File: src/rtl/run_ctrl.sv
// run_ctrl: run sequencer and data-memory port arbiter for the 8-bit single-cycle core.
//   Holds the core in reset while the host preloads dat_mem, releases it on req,
//   counts RUN cycles, ends the run on core_done or on the watchdog limit, then
//   freezes the core so the host can read results.
// Ports:
//   clk, reset (async, active-low)
//   req                               host run request (level)
//   host_we/host_addr/host_wdata      host dat_mem write port
//   core_done                         core reached end of program
//   core_we/core_addr/core_wdata      core dat_mem write port
//   dm_we/dm_addr/dm_wdata            muxed dat_mem port (combinational on state)
//   core_reset                        active-high reset to core PC/flags
//   busy, done, timeout               run status
//   cycles                            RUN cycles of last or current run
//   host_drop                         1-cycle pulse: host write ignored while core owns memory
module run_ctrl #(
  parameter int unsigned CW      = 16,
  parameter int unsigned MAX_CYC = 65535,
  parameter int unsigned RST_CYC = 2
) (
  input  logic          clk,
  input  logic          reset,
  input  logic          req,
  input  logic          host_we,
  input  logic [7:0]    host_addr,
  input  logic [7:0]    host_wdata,
  input  logic          core_done,
  input  logic          core_we,
  input  logic [7:0]    core_addr,
  input  logic [7:0]    core_wdata,
  output logic          dm_we,
  output logic [7:0]    dm_addr,
  output logic [7:0]    dm_wdata,
  output logic          core_reset,
  output logic          busy,
  output logic          done,
  output logic          timeout,
  output logic [CW-1:0] cycles,
  output logic          host_drop
);

  // Down-counter wide enough to hold RST_CYC-1 (at least one bit).
  localparam int unsigned RCW = (RST_CYC > 1) ? $clog2(RST_CYC) : 1;
  localparam logic [RCW-1:0] RST_LOAD = RCW'(RST_CYC - 1);
  localparam logic [CW-1:0]  MAX_V    = CW'(MAX_CYC);

  typedef enum logic [1:0] {
    IDLE  = 2'd0,
    START = 2'd1,
    RUN   = 2'd2,
    DONE  = 2'd3
  } state_t;

  state_t          state, state_nxt;
  logic [RCW-1:0]  rcnt, rcnt_nxt;
  logic [CW-1:0]   cycles_nxt;
  logic            timeout_nxt;
  logic            core_reset_nxt;
  logic            busy_nxt;
  logic            done_nxt;
  logic            host_drop_nxt;
  logic            core_own;

  // Core owns the memory port only while it is being started or running.
  assign core_own = (state == START) || (state == RUN);

  // Memory port mux; follows the registered state so async reset reverts to host at once.
  assign dm_we    = core_own ? core_we    : host_we;
  assign dm_addr  = core_own ? core_addr  : host_addr;
  assign dm_wdata = core_own ? core_wdata : host_wdata;

  // Next-state and registered-output logic.
  always_comb begin
    state_nxt     = state;
    rcnt_nxt      = rcnt;
    cycles_nxt    = cycles;
    timeout_nxt   = timeout;
    host_drop_nxt = host_we && core_own;

    case (state)
      IDLE: begin
        if (req) begin
          state_nxt   = START;
          rcnt_nxt    = RST_LOAD;
          cycles_nxt  = '0;
          timeout_nxt = 1'b0;
        end
      end
      START: begin
        if (rcnt == '0) state_nxt = RUN;
        else            rcnt_nxt  = rcnt - RCW'(1);
      end
      RUN: begin
        // core_done takes priority over the watchdog on the same edge.
        if (core_done) begin
          state_nxt   = DONE;
          timeout_nxt = 1'b0;
        end else if (cycles + CW'(1) == MAX_V) begin
          state_nxt   = DONE;
          timeout_nxt = 1'b1;
          cycles_nxt  = MAX_V;
        end else begin
          cycles_nxt  = cycles + CW'(1);
        end
      end
      DONE: begin
        // Stay frozen until req drops so a held req cannot retrigger a run.
        if (!req) state_nxt = IDLE;
      end
      default: state_nxt = IDLE;
    endcase

    core_reset_nxt = (state_nxt != RUN);
    busy_nxt       = (state_nxt == START) || (state_nxt == RUN);
    done_nxt       = (state_nxt == DONE);
  end

  // State and output registers.
  always_ff @(posedge clk or negedge reset) begin
    if (!reset) begin
      state      <= IDLE;
      rcnt       <= '0;
      cycles     <= '0;
      timeout    <= 1'b0;
      core_reset <= 1'b1;
      busy       <= 1'b0;
      done       <= 1'b0;
      host_drop  <= 1'b0;
    end else begin
      state      <= state_nxt;
      rcnt       <= rcnt_nxt;
      cycles     <= cycles_nxt;
      timeout    <= timeout_nxt;
      core_reset <= core_reset_nxt;
      busy       <= busy_nxt;
      done       <= done_nxt;
      host_drop  <= host_drop_nxt;
    end
  end

endmodule

File: config.mk
export PLATFORM = sky130hd
export DESIGN_NAME = run_ctrl
export DESIGN_NICKNAME = d
export VERILOG_FILES = /design/src/rtl/run_ctrl.sv
export SDC_FILE = /design/constraint.sdc
export NUM_CORES = 1
export LEC_CHECK = 0
export BUFFER_PORTS_ARGS = -buffer_cell sky130_fd_sc_hd__buf_2
export CORE_MARGIN = 1
export CORE_UTILIZATION = 43
export CTS_BUF_LIST = sky130_fd_sc_hd__clkbuf_4 sky130_fd_sc_hd__clkbuf_8 sky130_fd_sc_hd__clkbuf_16
export DETAILED_ROUTE_END_ITERATION = 7
export PLACE_DENSITY_LB_ADDON = 0.15
export SYNTH_ARGS = -nofsm -noshare
export SYNTH_HDL_FRONTEND = slang
export SYNTH_SLANG_ARGS = --single-unit
File: constraint.sdc
create_clock -name clk -period 2.13 [get_ports clk]
set_clock_uncertainty 0.1 [all_clocks]
set_input_delay 0.1065 -clock clk [delete_from_list [all_inputs] [get_ports clk]]
set_output_delay 0.1065 -clock clk [all_outputs]
set_load 0.01 [all_outputs]
==> impl_metrics.ini <==
[synthesis]
synth.cell_area_mm2 = 0.00171
synth_area_per_cell_um2 = 9.28
synthFlopType = dfrtp_1
async_flop_share = 1.00
synthCells = 184
seq_area_frac_synth = 0.353
syn-num-nets = 229
ys_types = 43
synth-edff-count = 0
yosysWarnings = 0
ys_ff_latch = 24

[clocking]
clk_pin_slew_ns = 0.08
htree_levels = 1
clk-insertion-delay-late_ns = 0.27
numCtsBuffers = 3
cts_tree = built
cts_buffer_depth = 2
cts_root_buf = clkbuf_8
cts.sinks = 24

[grt]
grt_pass1_wl_um = 7780
grt_antenna_before_repair = 0
gr-total-overflow = 0
grt_max_degree = 25
grt_pass1_vias = 1730
grtUsageTotal = 0.239

[power_and_ir_drop]
p_clk_frac = 0.192
p_comb_frac = 0.540
totalPowerFinal_uw = 2110
swShare = 0.366
leakagePower_uw = 0.00133
p_switching_uw = 772
p_per_area_mw_per_mm2 = 791
irDropWorstVdd_v = 0.00102
internal_power_uw = 1340
pwr-share-seq = 0.269

[floorplan]
core-area_mm2 = 0.00374
io-pin-count = 76
die-area_mm2 = 0.00423
rows = 22
start_util = 0.456
die_w_um = 65
die_h_um = 65

[layout]
drive_above_1_share = 0.570
final_util = 0.712
seqCellArea_um2 = 606
area_growth_pct = 56.1
most-common-layout-cells = buf_2, buf_4, o21ai_0, dfrtp_1, nand2_1
n_fill_cell = 295
fin_nets = 346
final_common_cell = buf_2
diodes = 0
multi_input_area_mm2 = 0.00119

[run]
max_cap_violations = 0

[critical_path]
crit_fanout = 6
cp-start-kind = register
criticalPathCategory = register to register
rrSetupSlack_ns = -0.17
cpPeakStageDelay_ns = 0.46
endpoint_kind = register
critPathRequiredTime_ns = 2.19
slowest_stage = dfrtp_2
cp.buffers_inverters = 0
path_cells = ha_4, xnor2_2, or4_1, a211oi_2, nor4b_4, o41a_1, ha_1
critPathTopFamily = simple AND/OR/NAND/NOR gates
arrival_ns = 2.36

[detailed_routing]
antenna_left = 0
first_pass_iters = 4
via_per_inst = 5.32
wirelength_um = 4760
routedWlPerCell_um = 13.7
drc = 0
drtIter0Drc = 113
num_vias = 1853

[place]
gp_congestion = 0.836
numPortBuffers = 75
hpwl_um = 3720

[sta]
timing.final.ws_setup_ns = -0.168
setup_viol = 5
tightestPinTransition_ns = 0.554
drv_slew = 0
fmax_ghz = 0.435
finalHoldViolations = 0
tns_ns = -0.547
period_share = 1.08
fin_crit_ns = 2.30
relSlewSlack = 0.631
whs_ns = 0.0290
rsz0062_at_grt = true

[run_status]
status = finished with violations
violations = setup timing

[min_path]
hold_path.class = primary input to register
power by group through the flow:
stage	clock network, uW	registers (uW)	logic [uW]
5_1_grt	433	573	1240
6_report	404	567	1140
4_1_cts	419	565	1100
2_1_floorplan	0	610	640
3_3_place_gp	0	577	1060
3_5_place_dp	0	576	1080
worst paths after layout:
path,end,depth (start not counted),startpoint
hold reg to reg,rcnt,2,rcnt
setup reg to reg,busy,7,cycles[1]
setup / recovery,busy,7,cycles[1]
hold / removal,state[0],2,core_done
max in group asynchronous,cycles[1],2,reset
min in group asynchronous,cycles[5],2,reset
flip-flops by register name, indices dropped and copies added, names as in the netlist:
signal	count
rcnt	1
state	2
core_reset	1
busy	1
cycles	16
done	1
timeout	1
host_drop	1
metrics by stage:
| stage | std cells | setup WS [ns] | area, um^2 |
|---|---|---|---|
| 2_1_floorplan | 184 | -0.136 | 1780 |
| 3_3_place_gp | 338 | -0.144 | 2480 |
| 3_5_place_dp | 338 | -0.189 | 2480 |
| 4_1_cts | 345 | -0.144 | 2580 |
| 5_1_grt | 348 | -0.228 | 2660 |
| 6_report | 348 | -0.168 | 2660 |
cell families after synthesis:
| family | Yosys count | share of synthesized area |
|---|---|---|
| AO/OA/AOI/OAI | 53 | 0.202 |
| XOR/XNOR | 4 | 0.0205 |
| buffers and inverters | 12 | 0.0308 |
| adder cells (fa/ha/maj) | 7 | 0.0513 |
| AND/OR/NAND/NOR | 67 | 0.231 |
| flip-flops | 24 | 0.353 |
| multiplexers | 17 | 0.112 |
metal layers:
| metal | vias up | GRT usage | share of wire |
|---|---|---|---|
| met5 | - | 0 | 0 |
| met4 | 0 | 0.0417 | 0.010 |
| met2 | 40 | 0.430 | 0.52 |
| met3 | 7 | 0.0458 | 0.036 |
| li1 | 922 | - | - |
| met1 | 884 | 0.297 | 0.44 |
synthesized netlist by cell type (2+ instances only):
cell type / count / area, um^2
nand2_1: 19 / 71.3
inv_1: 3 / 11.3
o21ai_0: 22 / 110
xnor2_1: 4 / 35.0
buf_2: 3 / 15.0
nor4_1: 2 / 12.5
o31ai_1: 6 / 45.0
o31a_1: 3 / 26.3
o41ai_1: 2 / 17.5
and2_1: 3 / 18.8
nand4_1: 3 / 18.8
ha_1: 7 / 87.6
o41a_1: 2 / 22.5
dfrtp_1: 23 / 576
clkbuf_1: 5 / 18.8
a31oi_1: 2 / 12.5
o211ai_1: 2 / 15.0
nor2_1: 15 / 56.3
mux2_2: 17 / 191
a21oi_1: 8 / 40.0
nand4_4: 2 / 42.5
o211ai_2: 2 / 25.0
nand2b_1: 2 / 12.5
and3_1: 3 / 18.8
nand3_1: 6 / 30.0
worst register-to-register path, cell delays in order, from the launching register on:
cell and delay, ns:
dfrtp_2 0.46, ha_4 0.21, xnor2_2 0.15, or4_1 0.43, a211oi_2 0.15, nor4b_4 0.27, o41a_1 0.18, ha_1 0.23
layout make-up:
type	instances	share of cell area
Timing Repair Buffer	121	0.274
Inverter	3	0.00423
Multi-Input combinational cell	148	0.445
Tap cell	48	0.0225
Clock inverter	1	0.0113
Sequential cell	24	0.227
Clock buffer	3	0.0155
repair_timing:
action | CTS | global route
endpoints found under the hold margin | 24 | 0
setup buffers | 1 | 3
pin swaps | 6 | 9
resized for setup | 3 | 10
setup endpoints to repair | 7 | 8
hold buffers | 2 | 0
No activity file was read; power rests on OpenSTA's default activity.
